**src/rtl/unidade_controle_multiciclo.sv**
```systemverilog
// ---------------------------------------------------------------------------
// unidade_controle_multiciclo
//
// Multicycle control FSM for the nRISC core. Walks each instruction through
// FETCH -> DECODE -> EXEC -> (MEM) -> (WB). It drives every datapath enable,
// owns the COND capture/clear protocol and bounds memory wait states with a
// timeout that halts the core and raises a sticky fault flag.
//
// Parameters
//   WAIT_MAX    consecutive mem_ready=0 cycles in one access that count as a
//               fault (1..255)
// Ports
//   clk         system clock, rising edge
//   reset       asynchronous active-high reset, returns to FETCH
//   opcode      instr[7:4] from the IR, meaningful from DECODE onward
//   cond_atual  current COND register value
//   mem_ready   memory completes the pending access this cycle
//   pc_write    PC load enable          pc_src   00 PC+1, 01 branch, 10 jump
//   ir_write    IR load enable          iord     0 PC, 1 ALU result address
//   mem_read    memory read request     mem_write memory write request
//   reg_write   register file write     wb_sel   00 ALU, 01 mem, 10 imm
//   alu_op      000 ADD 001 SUB 010 AND 011 OR 100 SLT
//   cond_write  COND mux takes the ALU flag this cycle
//   reset_cond  synchronous clear of COND
//   halted      core stopped            erro     sticky memory timeout fault
// ---------------------------------------------------------------------------
module unidade_controle_multiciclo #(
    parameter int unsigned WAIT_MAX = 15
) (
    input  logic       clk,
    input  logic       reset,
    input  logic [3:0] opcode,
    input  logic       cond_atual,
    input  logic       mem_ready,
    output logic       pc_write,
    output logic [1:0] pc_src,
    output logic       ir_write,
    output logic       iord,
    output logic       mem_read,
    output logic       mem_write,
    output logic       reg_write,
    output logic [1:0] wb_sel,
    output logic [2:0] alu_op,
    output logic       cond_write,
    output logic       reset_cond,
    output logic       halted,
    output logic       erro
);

    typedef enum logic [2:0] {
        S_FETCH  = 3'd0,
        S_DECODE = 3'd1,
        S_EXEC   = 3'd2,
        S_MEM    = 3'd3,
        S_WB     = 3'd4,
        S_HALT   = 3'd5
    } state_t;

    localparam logic [3:0] OP_ADD = 4'h0;
    localparam logic [3:0] OP_SUB = 4'h1;
    localparam logic [3:0] OP_AND = 4'h2;
    localparam logic [3:0] OP_OR  = 4'h3;
    localparam logic [3:0] OP_SLT = 4'h4;
    localparam logic [3:0] OP_CEQ = 4'h5;
    localparam logic [3:0] OP_LW  = 4'h6;
    localparam logic [3:0] OP_SW  = 4'h7;
    localparam logic [3:0] OP_BRC = 4'h8;
    localparam logic [3:0] OP_JMP = 4'h9;
    localparam logic [3:0] OP_LI  = 4'hA;
    localparam logic [3:0] OP_HLT = 4'hF;

    localparam logic [8:0] WAIT_LIMIT = 9'(WAIT_MAX);

    state_t     state_q, state_d;
    logic [7:0] wait_q, wait_d;
    logic       erro_q, erro_d;
    logic [8:0] wait_inc;
    logic       timeout;

    // One extra bit so the comparison never wraps when WAIT_MAX is 255.
    assign wait_inc = {1'b0, wait_q} + 9'd1;
    assign timeout  = (wait_inc == WAIT_LIMIT);
    assign erro     = erro_q;

    always_ff @(posedge clk or posedge reset) begin
        if (reset) begin
            state_q <= S_FETCH;
            wait_q  <= 8'd0;
            erro_q  <= 1'b0;
        end else begin
            state_q <= state_d;
            wait_q  <= wait_d;
            erro_q  <= erro_d;
        end
    end

    always_comb begin
        state_d    = state_q;
        wait_d     = 8'd0;      // any cycle that is not a wait cycle clears it
        erro_d     = erro_q;
        pc_write   = 1'b0;
        pc_src     = 2'b00;
        ir_write   = 1'b0;
        iord       = 1'b0;
        mem_read   = 1'b0;
        mem_write  = 1'b0;
        reg_write  = 1'b0;
        wb_sel     = 2'b00;
        alu_op     = 3'b000;
        cond_write = 1'b0;
        reset_cond = 1'b0;
        halted     = 1'b0;

        unique case (state_q)
            S_FETCH: begin
                mem_read = 1'b1;
                if (mem_ready) begin
                    ir_write = 1'b1;
                    pc_write = 1'b1;
                    state_d  = S_DECODE;
                end else if (timeout) begin
                    erro_d  = 1'b1;
                    state_d = S_HALT;
                end else begin
                    wait_d = wait_inc[7:0];
                end
            end

            S_DECODE: begin
                state_d = (opcode == OP_HLT) ? S_HALT : S_EXEC;
            end

            S_EXEC: begin
                state_d = S_FETCH;
                case (opcode)
                    // The four plain ALU opcodes share their low bits with alu_op.
                    OP_ADD, OP_SUB, OP_AND, OP_OR: begin
                        alu_op  = opcode[2:0];
                        state_d = S_WB;
                    end
                    OP_LI: begin
                        state_d = S_WB;
                    end
                    OP_SLT: begin
                        alu_op     = 3'b100;
                        cond_write = 1'b1;
                    end
                    OP_CEQ: begin
                        alu_op     = 3'b001;
                        cond_write = 1'b1;
                    end
                    OP_LW, OP_SW: begin
                        state_d = S_MEM;
                    end
                    OP_BRC: begin
                        // COND is consumed by every BRC, taken or not.
                        reset_cond = 1'b1;
                        if (cond_atual) begin
                            pc_write = 1'b1;
                            pc_src   = 2'b01;
                        end
                    end
                    OP_JMP: begin
                        pc_write = 1'b1;
                        pc_src   = 2'b10;
                    end
                    default: ;
                endcase
            end

            S_MEM: begin
                iord      = 1'b1;
                mem_read  = (opcode == OP_LW);
                mem_write = (opcode == OP_SW);
                if (opcode != OP_LW && opcode != OP_SW) begin
                    state_d = S_FETCH;
                end else if (mem_ready) begin
                    state_d = (opcode == OP_LW) ? S_WB : S_FETCH;
                end else if (timeout) begin
                    erro_d  = 1'b1;
                    state_d = S_HALT;
                end else begin
                    wait_d = wait_inc[7:0];
                end
            end

            S_WB: begin
                reg_write = 1'b1;
                if (opcode == OP_LW) begin
                    wb_sel = 2'b01;
                end else if (opcode == OP_LI) begin
                    wb_sel = 2'b10;
                end
                state_d = S_FETCH;
            end

            S_HALT: begin
                halted = 1'b1;
            end

            default: begin
                state_d = S_FETCH;
            end
        endcase

        // The state is already FETCH while reset is high; keep a mem_ready
        // arriving during reset from loading IR or PC.
        if (reset) begin
            ir_write = 1'b0;
            pc_write = 1'b0;
        end
    end

endmodule

```
**config.mk**
```make
export PLATFORM = sky130hd
export DESIGN_NAME = unidade_controle_multiciclo
export DESIGN_NICKNAME = d
export VERILOG_FILES = /design/src/rtl/unidade_controle_multiciclo.sv
export SDC_FILE = /design/constraint.sdc
export NUM_CORES = 1
export LEC_CHECK = 0
export ABC_AREA = 1
export CAP_MARGIN = 20
export CORE_MARGIN = 1
export CORE_UTILIZATION = 50
export CTS_BUF_LIST = sky130_fd_sc_hd__clkbuf_4
export DETAILED_ROUTE_END_ITERATION = 16
export HOLD_SLACK_MARGIN = 0.12
export PLACE_DENSITY = 0.82
export SLEW_MARGIN = 20
export SYNTH_ARGS = -nofsm -noshare
export SYNTH_HDL_FRONTEND = slang
export SYNTH_SLANG_ARGS = --single-unit
```
**constraint.sdc**
```tcl
create_clock -name clk -period 2.1 [get_ports clk]
set_clock_uncertainty 0.1 [all_clocks]
set_input_delay 0.63 -clock clk [delete_from_list [all_inputs] [get_ports clk]]
set_output_delay 0.63 -clock clk [all_outputs]
set_load 0.005 [all_outputs]
```
==> reports/qor.yml, run 1 <==
route:
  post_drt_wl_per_cell_microns: 20.79
  vias: 1336
  vias_per_cell: 6.214
  firstDrtPassIters: 8
  routed_wl_microns: 4470
  dr.first_iter.drc_count: 121
  drc: 0
  ant_nets: 0
logic_synthesis:
  synth-seq-cells: 12
  synth_largest_area_cell: "dfrtp_1"
  synth_commonest_cells: "inv_1 (23), nand2_1 (19), nor2_1 (14), dfrtp_1 (12), nand3_1 (10)"
  ys_seq_area_share_pct: 31.87
  syn_area_per_cell_sq_um: 7.304
  synth.most_common_cell: "inv_1"
  netlist.area_leader.share_pct: 31.87
  synth.cell_area_sq_um: 942.2
  ys_types: 24
  yosys_warnings: 0
  synthTopCellsByArea: "dfrtp_1 (32%), inv_1 (9.2%), nand2_1 (7.6%), nor2_1 (5.6%), nand3_1 (5.3%)"
  async_flop_share_pct: 100.0
  synth_ff_type: "dfrtp_1"
  netlist_instances: 129
  synth_edf_count: 0
  synth_nets: 139
die:
  die_h_microns: 45.41
  num_rows: 15
  die_w_microns: 45.41
  ios: 25
  initial_core_util_pct: 53.98
  die_area_sq_um: 2062
  core_sq_um: 1745
worst_setup_path:
  required_ns: 1.37
  worst_setup_path_start_kind: "flop"
  cp.arrival_ns: 1.73
  critPathCaptureType: "output port"
  crit_fanout: 4
  r2r_cells: 9
  critPathKind: "flop to output port"
timing:
  slew_violations: 0
  rsz0062_at_grt: "yes"
  finalSetupViolations: 17
  worstMarginPinSlew_ns: 0.4593
  fin_setup_tns_ns: -3.059
  period_share_pct: 117.3
  post-route-min-period_ns: 2.463
  hold_viol: 0
  slew_headroom_pct: 69.35
  max_freq_mhz: 406.0
  fin_ws_ns: -0.3630
cts:
  hold_buffers: 0
  cts-root-buf: "clkbuf_4"
  insertion_delay_ns: 0.28
  cts_sinks: 12
  h-tree-depth: 1
  clk_path_buf_depth: 2
  path_clk_slew_ns: 0.08
  cts_tree: "built"
  cts_made_buffers: 3
grt:
  grt_pass1_vias: 1187
  grt_pass1_wl_microns: 5451
  grt_overflow: 0
  grt_max_degree: 13
  grt_util_all_layers_pct: 38.16
  antenna_found_initial: 0
placement:
  portBuffers: 24
  gp_congestion: 0.8058
  dp.cells: 199
  hpwl_microns: 1988
layout:
  postLayoutCoreUtil_pct: 90.61
  nFillCells: 76
  seqCellArea_sq_um: 300.3
  drive_above_1_share_pct: 56.84
  fin_nets: 201
  area_growth_syn_to_layout_pct: 67.86
  diodes: 0
  multi_input_area_sq_um: 661.9
  layout.cells.non_filler: 215
run_status:
  status: "finished with violations"
  failed_checks: "negative setup slack"
power:
  power.density_nw_per_um2: 860.1
  irDropWorstVdd_v: 0.0008832
  p_leak_nw: 0.7548
worst_hold_path:
  hp-class: "flop to flop"
  holdPathStages: 2
job:
  drv_cap: 0
layout make-up:
cell class	count	share of cell area [%]
Multi-Input combinational cell	89	41.85
Timing Repair Buffer	57	28.56
Sequential cell	12	18.99
Inverter	28	6.962
Tap cell	25	1.978
Clock buffer	3	1.424
Clock inverter	1	0.2373
routing by layer:
layer | wire, microns | track usage, %
met1 | 1643 | 44.02
met2 | 2066 | 63.14
met3 | 498 | 11.51
met4 | 262 | 20.00
met5 | 0 | 0
worst paths after layout:
kind	startpoint	end	slack, ns
setup / recovery	state_q[1]	pc_write	-0.36
hold / removal	erro	erro	0.44
setup reg to reg	wait_q[0]	wait_q[4]	-0.01
hold reg to reg	erro	erro	0.44
max in group asynchronous	reset	wait_q[4]	0.96
min in group asynchronous	reset	wait_q[1]	0.62
registers in the layout (all words and copies together), names as in the netlist:
register  flops
state_q       3
wait_q        8
erro          1
critical path, cell delays in order (launching register included):
cell	delay, ns
dfrtp_1	0.41
inv_2	0.08
nor3_4	0.25
inv_2	0.12
nor4_4	0.16
buf_4	0.15
nand2_2	0.05
a21oi_1	0.11
buf_2	0.12
repair_timing:
action                     4_1_cts  5_1_grt
pin swaps                       10        5
setup endpoints to repair       16       16
gates resized for setup        109       17
setup buffers                    9        4
through the flow:
stage	setup slack, ns	hold slack [ns]	total power, mW	cell area [sq um]
after floorplan	0.02891	0.3581	0.5703	942.2
after detailed placement	-0.9681	0.3635	0.8666	1371
after global routing	-0.3785	0.4495	1.400	1582
final	-0.3630	0.4400	1.360	1582
after global placement	-0.9298	0.3509	0.8426	1371
after CTS	-0.2929	0.3829	1.141	1518
power by group:
group          switching, mW  total, mW  internal [mW]
combinational          0.506      0.907          0.401
sequential            0.0426      0.309          0.267
clock                 0.0749      0.144         0.0689
total                  0.623       1.36          0.737
cells in the final DEF (no fill, tap or decap), types with 7 or more instances in the layout:
| master | Yosys | layout |
|---|---|---|
| inv_2 | 5 | 11 |
| nand2_1 | 19 | 17 |
| inv_1 | 23 | 15 |
| buf_2 | 0 | 13 |
| buf_4 | 0 | 25 |
| nor2_1 | 14 | 11 |
| dfrtp_1 | 12 | 12 |
| nand2_2 | 5 | 7 |
| buf_6 | 0 | 13 |
| nand3_1 | 10 | 9 |
logic make-up (layout without fill, tap and decap cells):
logic type | Yosys count | in the layout | share of synthesized area (%)
xor gates and xnor gates | 1 | 1 | 0.9298
AOI/OAI and AO/OA | 10 | 10 | 8.500
adders and majority gates | 2 | 2 | 2.656
DFF | 12 | 12 | 31.87
and+or+nand+nor | 76 | 76 | 44.89
buffers and inverters | 28 | 89 | 11.16
Note: power is estimated with default switching activity, not from simulation.
==> run 2, diff against run 1 <==
--- a/config.mk
+++ b/config.mk
@@ -12,7 +12,7 @@
 export CTS_BUF_LIST = sky130_fd_sc_hd__clkbuf_4
 export DETAILED_ROUTE_END_ITERATION = 16
 export HOLD_SLACK_MARGIN = 0.12
-export PLACE_DENSITY = 0.82
+export PLACE_DENSITY = 0.83
 export SLEW_MARGIN = 20
 export SYNTH_ARGS = -nofsm -noshare
 export SYNTH_HDL_FRONTEND = slang
==> reports/qor.yml, run 2 (synthesized netlist as in run 1, its figures left out) <==
layout:
  multi_input_area_sq_um: 695.7  # +5.1%
  layout_commonest_cell: "buf_4"
  final_cell_mix: "buf_4 (23), nand2_1 (18), buf_6 (15)"
  nFillCells: 66  # -13%
  diodes: 0  # unchanged
  largest-register: "wait_q"
  drive_above_1_share_pct: 58.51  # +1.7 points
  fin_nets: 199  # -1.0%
  seqCellArea_sq_um: 300.3  # unchanged
  largest_reg_flops: 8  # unchanged
  area_growth_syn_to_layout_pct: 71.71
  final_cell_area_sq_um: 1618  # +2.3%
placement:
  pre_cts_slack_ns: -1.019  # -0.05105 ns
  portBuffers: 24  # unchanged
  hpwl_microns: 1965  # -1.1%
  gp_congestion: 0.8099  # +0.51%
  place_area_sq_um: 1356  # -1.1%
cts:
  cts_tree: "built"
  hold_buffers: 0  # unchanged
  path_clk_slew_ns: 0.08  # about the same
  cts-root-buf: "clkbuf_4"
  cts_made_buffers: 3  # unchanged
  insertion_delay_ns: 0.29  # about the same
  cts_sinks: 12  # unchanged
  h-tree-depth: 1  # unchanged
  clk_path_buf_depth: 2  # unchanged
worst_setup_path:
  cp_slowest_cell: "dfrtp_1"
  worst_setup_path_start_kind: "flop"
  crit_chain: "inv_2, nor3_4, inv_2, nor4_4, nor2_1, a21oi_2, buf_2"
  slowest_delay_ns: 0.41  # about the same
  cp.arrival_ns: 1.73  # about the same
  path_common_cell: "inv_2"
  critical_path_depth: 7  # -1
  required_ns: 1.37  # about the same
  crit_fanout: 4  # unchanged
  critical_path.top_delay_family: "simple AND/OR/NAND/NOR gates"
  r2r_cells: 9  # unchanged
  path_buf_inv: 3  # -1
  critPathKind: "flop to output port"
  critPathCaptureType: "output port"
route:
  vias: 1365  # +2.2%
  ant_nets: 0  # unchanged
  routed_wl_microns: 4646  # +3.9%
  firstDrtPassIters: 5  # -3
  drc: 0  # unchanged
  vias_per_cell: 6.408  # +3.1%
  dr.first_iter.drc_count: 97  # -20%
  post_drt_wl_per_cell_microns: 21.81  # +4.9%
grt:
  grt_overflow: 0  # unchanged
  grt_max_degree: 13  # unchanged
  grt_busiest_layer: "met2"
  grt_pass1_wl_microns: 5237  # -3.9%
  use_met3_pct: 7.937  # -3.6 points
  grt_pass1_vias: 1156  # -2.6%
  globalRouteMet1Util_pct: 43.22  # -0.80 points
  grt_use_met2_pct: 61.14  # -2.0 points
  antenna_found_initial: 0  # unchanged
  grt_util_all_layers_pct: 35.75  # -2.4 points
timing:
  slew_headroom_pct: 66.57  # -2.8 points
  rsz0062_at_grt: "yes"
  max_freq_mhz: 406.8  # +0.20%
  finalSetupViolations: 24  # +7
  fin_ws_ns: -0.3580  # +0.005030 ns
  period_share_pct: 117.0  # -0.24 points
  post-route-min-period_ns: 2.458  # -0.005030 ns
  fin_setup_tns_ns: -4.100  # -1.041 ns
  hold_viol: 0  # unchanged
  worstMarginPinSlew_ns: 0.5009  # +0.04167 ns
  slew_violations: 0  # unchanged
run_status:
  status: "finished with violations"
  failed_checks: "negative setup slack"
die:
  die_area_sq_um: 2062  # unchanged
  num_rows: 15  # unchanged
  core_sq_um: 1745  # unchanged
  ios: 25  # unchanged
  die_h_microns: 45.41  # unchanged
  initial_core_util_pct: 53.98  # unchanged
  die_w_microns: 45.41  # unchanged
worst_hold_path:
  hp-class: "flop to flop"
  holdPathStages: 2  # unchanged
power:
  irDropWorstVdd_v: 0.0008851  # +0.22%
  p_leak_nw: 0.7563  # +0.20%
  power.density_nw_per_um2: 851.1  # -1.0%
job:
  drv_cap: 0  # unchanged
## run 2: final timing paths
kind	from	end	slack, ns
max	state_q[1]	pc_write	-0.36
min	erro	erro	0.41
max reg2reg	wait_q[0]	wait_q[4]	-0.11
min reg2reg	erro	erro	0.41
max in group asynchronous	reset	wait_q[5]	0.86
min in group asynchronous	reset	wait_q[3]	0.70
## run 2: power by group
group | switching, mW | leakage [nW] | total, mW | internal [mW]
Clock | 0.0868 | 0.0154 | 0.156 | 0.0692
Sequential | 0.0509 | 0.158 | 0.317 | 0.266
Combinational | 0.494 | 0.583 | 0.904 | 0.410
Total | 0.631 | 0.756 | 1.38 | 0.746
## run 2: worst min-delay path: stages, from the launching register on
cell	delay, ns
dfrtp_1	0.36
inv_1	0.05
nand2_1	0.07
## run 2: metal layers
metal | vias to the layer above | routed length, microns
li1 | 534 | -
met3 | 63 | 514
met5 | - | 0
met1 | 620 | 1558
met4 | 0 | 487
met2 | 148 | 2085
## run 2: what timing repair did
action | 4_1_cts | 5_1_grt
gates resized for setup | 121 | 19
pin swaps | 13 | 8
endpoints found under the setup margin | 16 | 16
setup buffers | 9 | 6
gates cloned | 0 | 0
## run 2: per-stage QoR
| stage | util (%) | hold WS (ns) | power (mW) | std cells |
|---|---|---|---|---|
| floorplan | - | 0.3581 | 0.5703 | 129 |
| finish | 92.69 | 0.4112 | 1.377 | 213 |
| detailed placement | 77.71 | 0.3557 | 0.8627 | 197 |
| global placement | 77.71 | 0.3489 | 0.8443 | 197 |
| CTS | 86.45 | 0.3743 | 1.182 | 209 |
| global route | 92.69 | 0.4321 | 1.432 | 213 |
## run 2: area by class of cell
| type | count | share of cell area (%) |
|---|---|---|
| Multi-Input combinational cell | 89 | 43.00 |
| Timing Repair Buffer | 55 | 27.92 |
| Sequential cell | 12 | 18.56 |
| Inverter | 28 | 6.961 |
| Tap cell | 25 | 1.933 |
| Clock buffer | 3 | 1.392 |
| Clock inverter | 1 | 0.2320 |
==> run 3, diff against run 2 <==
--- a/config.mk
+++ b/config.mk
@@ -12,7 +12,7 @@
 export CTS_BUF_LIST = sky130_fd_sc_hd__clkbuf_4
 export DETAILED_ROUTE_END_ITERATION = 16
 export HOLD_SLACK_MARGIN = 0.12
-export PLACE_DENSITY = 0.83
+export PLACE_DENSITY_LB_ADDON = 0.05
 export SLEW_MARGIN = 20
 export SYNTH_ARGS = -nofsm -noshare
 export SYNTH_HDL_FRONTEND = slang
==> reports/qor.yml, run 3 (synthesized netlist as in run 1, its figures left out) <==
layout:
  area_growth_syn_to_layout_pct: 60.82
  nFillCells: 96  # +45%
  largest-register: "wait_q"
  largest_reg_flops: 8  # unchanged
  layout.cells.non_filler: 209  # -1.9%
  final_cell_mix: "buf_4 (20), nand2_1 (18), inv_1 (14)"
  layout_commonest_cell: "buf_4"
  diodes: 0  # unchanged
  fin_nets: 195  # -2.0%
  multi_input_area_sq_um: 643.1  # -7.6%
  drive_above_1_share_pct: 57.07  # -1.4 points
  seqCellArea_sq_um: 301.5  # +0.42%
grt:
  grt_overflow: 0  # unchanged
  grt_util_all_layers_pct: 30.33  # -5.4 points
  grt_pass1_vias: 995  # -14%
  antenna_found_initial: 0  # unchanged
  grt_pass1_wl_microns: 4402  # -16%
  grt_max_degree: 13  # unchanged
timing:
  period_share_pct: 115.8  # -1.3 points
  finalSetupViolations: 13  # -46%
  fin_ws_ns: -0.3312  # +0.02682 ns
  slew_violations: 0  # unchanged
  post-route-min-period_ns: 2.431  # -0.02683 ns
  rsz0062_at_grt: "yes"
  worstMarginPinSlew_ns: 0.4658  # -0.03514 ns
  fin_setup_tns_ns: -1.747  # +2.354 ns
  max_freq_mhz: 411.3  # +1.1%
  slew_headroom_pct: 68.91  # +2.3 points
  hold_viol: 0  # unchanged
run_status:
  status: "finished with violations"
  failed_checks: "negative setup slack"
placement:
  gp_congestion: 0.8125  # +0.32%
  portBuffers: 24  # unchanged
  hpwl_microns: 1868  # -4.9%
  dp.cells: 195  # -1.0%
  pre_cts_slack_ns: -0.9872  # +0.03192 ns
cts:
  insertion_delay_ns: 0.28  # about the same
  cts_tree: "built"
  cts_made_buffers: 3  # unchanged
  cts-root-buf: "clkbuf_4"
  clk_path_buf_depth: 2  # unchanged
  path_clk_slew_ns: 0.07  # about the same
  h-tree-depth: 1  # unchanged
  cts_sinks: 12  # unchanged
die:
  die_area_sq_um: 2062  # unchanged
  core_sq_um: 1745  # unchanged
  die_w_microns: 45.41  # unchanged
  ios: 25  # unchanged
  initial_core_util_pct: 53.98  # unchanged
  num_rows: 15  # unchanged
  die_h_microns: 45.41  # unchanged
worst_setup_path:
  cp.arrival_ns: 1.70  # -0.03 ns
  critical_path.top_delay_family: "buffers and inverters"
  slowest_delay_ns: 0.44  # +0.03 ns
  crit_chain: "nor3_4, inv_2, buf_4, a2111oi_2, buf_2"
  required_ns: 1.37  # about the same
  critPathCaptureType: "output port"
  cp_slowest_cell: "dfrtp_2"
  crit_fanout: 5  # +1
  critPathKind: "flop to output port"
  path_buf_inv: 3  # unchanged
  worst_setup_path_start_kind: "flop"
route:
  post_drt_wl_per_cell_microns: 15.36  # -30%
  routed_wl_microns: 3210  # -31%
  dr.first_iter.drc_count: 40  # -59%
  vias_per_cell: 5.220  # -19%
  drc: 0  # unchanged
  firstDrtPassIters: 4  # -1
  ant_nets: 0  # unchanged
  vias: 1091  # -20%
power:
  p_leak_nw: 0.7085  # -6.3%
  irDropWorstVdd_v: 0.0006819  # -23%
  power.density_nw_per_um2: 751.6  # -12%
job:
  drv_cap: 0  # unchanged
worst_hold_path:
  hp-class: "flop to flop"
[run 3: per-stage QoR]
step	hold slack (ns)	cell area (sq um)	util, %	power, mW
3_3_place_gp	0.3499	1341	76.85	0.8127
2_1_floorplan	0.3581	942.2	-	0.5703
5_1_grt	0.4058	1515	86.81	1.210
3_5_place_dp	0.3599	1341	76.85	0.8280
6_report	0.3734	1515	86.81	1.139
4_1_cts	0.3760	1465	83.94	1.057
[run 3: metal layers]
metal | global-route usage (%) | share of wire (%) | vias to the layer above
met5 | 0 | 0 | -
met4 | 8.485 | 1.3 | 0
met3 | 7.937 | 5.9 | 8
met2 | 47.43 | 52 | 50
met1 | 41.21 | 41 | 508
li1 | - | - | 525
[run 3: worst paths after layout]
kind	from	end	slack, ns	cells after the start
min in group asynchronous	reset	wait_q[6]	0.67	2
worst min register to register	erro	erro	0.37	2
worst max register to register	wait_q[0]	wait_q[2]	0.24	9
worst max-delay path	state_q[0]	alu_op[0]	-0.33	5
max in group asynchronous	reset	state_q[0]	0.88	2
worst min-delay path	erro	erro	0.37	2
[run 3: repair_timing]
item / in CTS / in global routing
pin swaps: 10 / 8
gates resized for setup: 109 / 21
hold buffers: 0 / 0
endpoints found under the setup margin: 18 / 16
buffers inserted: 8 / 5
[run 3: tightest hold or removal path: stages, from the launching register on]
cell and delay, ns:
dfrtp_1 0.35, inv_1 0.04, nand2_1 0.05
[run 3: cell type report]
cell class / count / area share [%]
clock buffer: 3 / 1.486
clock inverter: 1 / 0.2477
inverter: 28 / 7.680
multi-input combinational: 89 / 42.44
sequential: 12 / 19.90
tap: 25 / 2.064
timing repair buffer: 51 / 26.18
[run 3: power by group]
| part | switching, mW | leakage [nW] | internal (mW) | total, mW |
|---|---|---|---|---|
| combinational | 0.380 | 0.536 | 0.298 | 0.678 |
| clock | 0.0765 | 0.0154 | 0.0690 | 0.145 |
| sequential | 0.0469 | 0.157 | 0.269 | 0.315 |
| total | 0.504 | 0.708 | 0.635 | 1.14 |
==> patch: new RTL, config.mk and constraints of run 1 <==
Set the parameter `WAIT_MAX` to 14 (it was 15).
--- a/src/rtl/unidade_controle_multiciclo.sv
+++ b/src/rtl/unidade_controle_multiciclo.sv
@@ -25,7 +25,7 @@
 //   halted      core stopped            erro     sticky memory timeout fault
 // ---------------------------------------------------------------------------
 module unidade_controle_multiciclo #(
-    parameter int unsigned WAIT_MAX = 15
+    parameter int unsigned WAIT_MAX = 14
 ) (
     input  logic       clk,
     input  logic       reset,
Function: no difference found for any inputs over 10 cycles, from zero or initial values and one cycle with reset high; that may be too few to reach the edited logic, so the function may still have changed.
==> patch against run 1 <==
  * The run still ends with negative setup slack left
  * Clock power rose by 6%
  * Combinational power barely moved
  * Sequential cell count did not move
  * Critical endpoint is now ir_write
  * Synthesized cell count rose by 0.78%
  * Area after synthesis fell by 3.6%
  * Routed wire length rose by 13%
  * Setup slack got worse by 0.12 ns
  * Final area rose by 1.1%
  * Power rose by 0.95%
  * Largest cell class unchanged
==> patch: results <==
[outcome]
run_status = "finished with violations"
failed_checks = "negative setup slack"

[synth]
synth.net_count = 140
synth_commonest_cells = "sky130_fd_sc_hd__inv_1 (25), sky130_fd_sc_hd__nand2_1 (21), sky130_fd_sc_hd__nor2_1 (18), sky130_fd_sc_hd__dfrtp_1 (12), sky130_fd_sc_hd__nand3_1 (11)"
synth-seq-area-share_pct = 33.06

[worst_setup_path]
critPathMaxFanout = 2
reg2reg_setup_slack_ns = -0.07
reg2reg_from = "wait_q[0]"
timing.reg2reg.worst_path_depth = 10
cp.arrival_ns = 1.85
crit-reg2reg-capture = "state_q[0]"

[final_layout]
fillCellCount = 60
net_count_final = 205
drive_gt1_share_pct = 51.03

[sta]
postLayoutSetupSlackWorst_ns = -0.4781
tightest_slew_ns = 0.4768
timing.final.setup_violations = 24
setup_total_negative_slack_ns = -3.873

[detailed_routing]
wire_per_inst_um = 23.16
drt_first_pass_iters = 6
drt_iter0_markers = 127
finalWirelength_um = 5073
routed-via-count = 1389

[global_route]
grtUsageMet1_pct = 49.75
m2_gr_usage_pct = 62.35
groute.usage.overall_pct = 37.40
first_global_vias = 1119

[power]
power.ir.vdd_worst_mv = 0.8306
total_leakage_power_uw = 0.0007975

[placed_design]
hpwl_dp_um = 1931
placed_cells = 202
finalWeightedCongestion = 0.9029
placed_cell_area_um2 = 1353
[patch: cell count changes after synthesis, sizes merged]
cell / run 1 / this run
inv: 28 / 29
[patch: area by class of cell]
type                       instances  area [µm²]  share of cell area, %
clock buffer                       3       22.52                  1.408
sequential                        12       300.3                  18.78
timing repair buffer              60       488.0                  30.52
inverter                          29       116.4                  7.277
multi-input combinational         89       636.9                  39.83
tap                               25       31.28                  1.956
clock inverter                     1       3.754                 0.2347
[patch: kinds of logic (layout without fill, tap and decap cells)]
kind of cell / after synthesis / count (layout) / share of synthesized area [%]
simple gates: 76 / 76 / 43.25
compound gates: 10 / 10 / 7.989
xor+xnor: 1 / 1 / 0.9644
flops: 12 / 12 / 33.06
buf+inv: 29 / 93 / 11.98
fa+ha+maj: 2 / 2 / 2.754
[patch: where the power goes]
part / switching, µW / leakage (µW) / total (µW) / internal [µW]
Sequential: 47.4 / 0.000158 / 314 / 266
Combinational: 516 / 0.000624 / 907 / 391
Clock: 83.4 / 0.0000154 / 153 / 69.2
Total: 647 / 0.000798 / 1370 / 727
[patch: timing repair]
item	4_1_cts	5_1_grt
pin swaps	12	10
setup buffers	9	6
setup endpoints to repair	16	16
hold buffers	0	0
hold endpoints to repair	0	0
gates resized for setup	109	15
[patch: per-layer routing]
metal  routed length, µm  up-vias  share of wire [%]
li1                    -      545                  -
met1                1607      619                 32
met5                   0        -                  0
met4                 569        0                 11
met2                2155      159                 42
met3                 741       66                 15
[patch: metrics by stage]
step,hold WS (ns),setup WS [ns]
2_1_floorplan,0.3581,0.02891
3_3_place_gp,0.3517,-0.9148
3_5_place_dp,0.3596,-0.9813
4_1_cts,0.3775,-0.3293
5_1_grt,0.4773,-0.5041
6_report,0.4779,-0.4781
[patch: how the worst max path moves through the flow]
stage	startpoint	to	slack (ns)	cells after the start
2_1_floorplan	opcode[3]	pc_write	0.03	6
3_3_place_gp	opcode[3]	pc_write	-0.91	8
3_5_place_dp	opcode[3]	pc_write	-0.98	8
4_1_cts	state_q[1]	pc_write	-0.33	8
5_1_grt	state_q[0]	pc_write	-0.50	7
6_report	mem_ready	ir_write	-0.48	5
[patch: worst max-delay path: stages]
cell	delay [ns]
sky130_fd_sc_hd__clkdlybuf4s50_1	0.52
sky130_fd_sc_hd__inv_1	0.09
sky130_fd_sc_hd__buf_4	0.14
sky130_fd_sc_hd__nor3_1	0.28
sky130_fd_sc_hd__buf_2	0.18
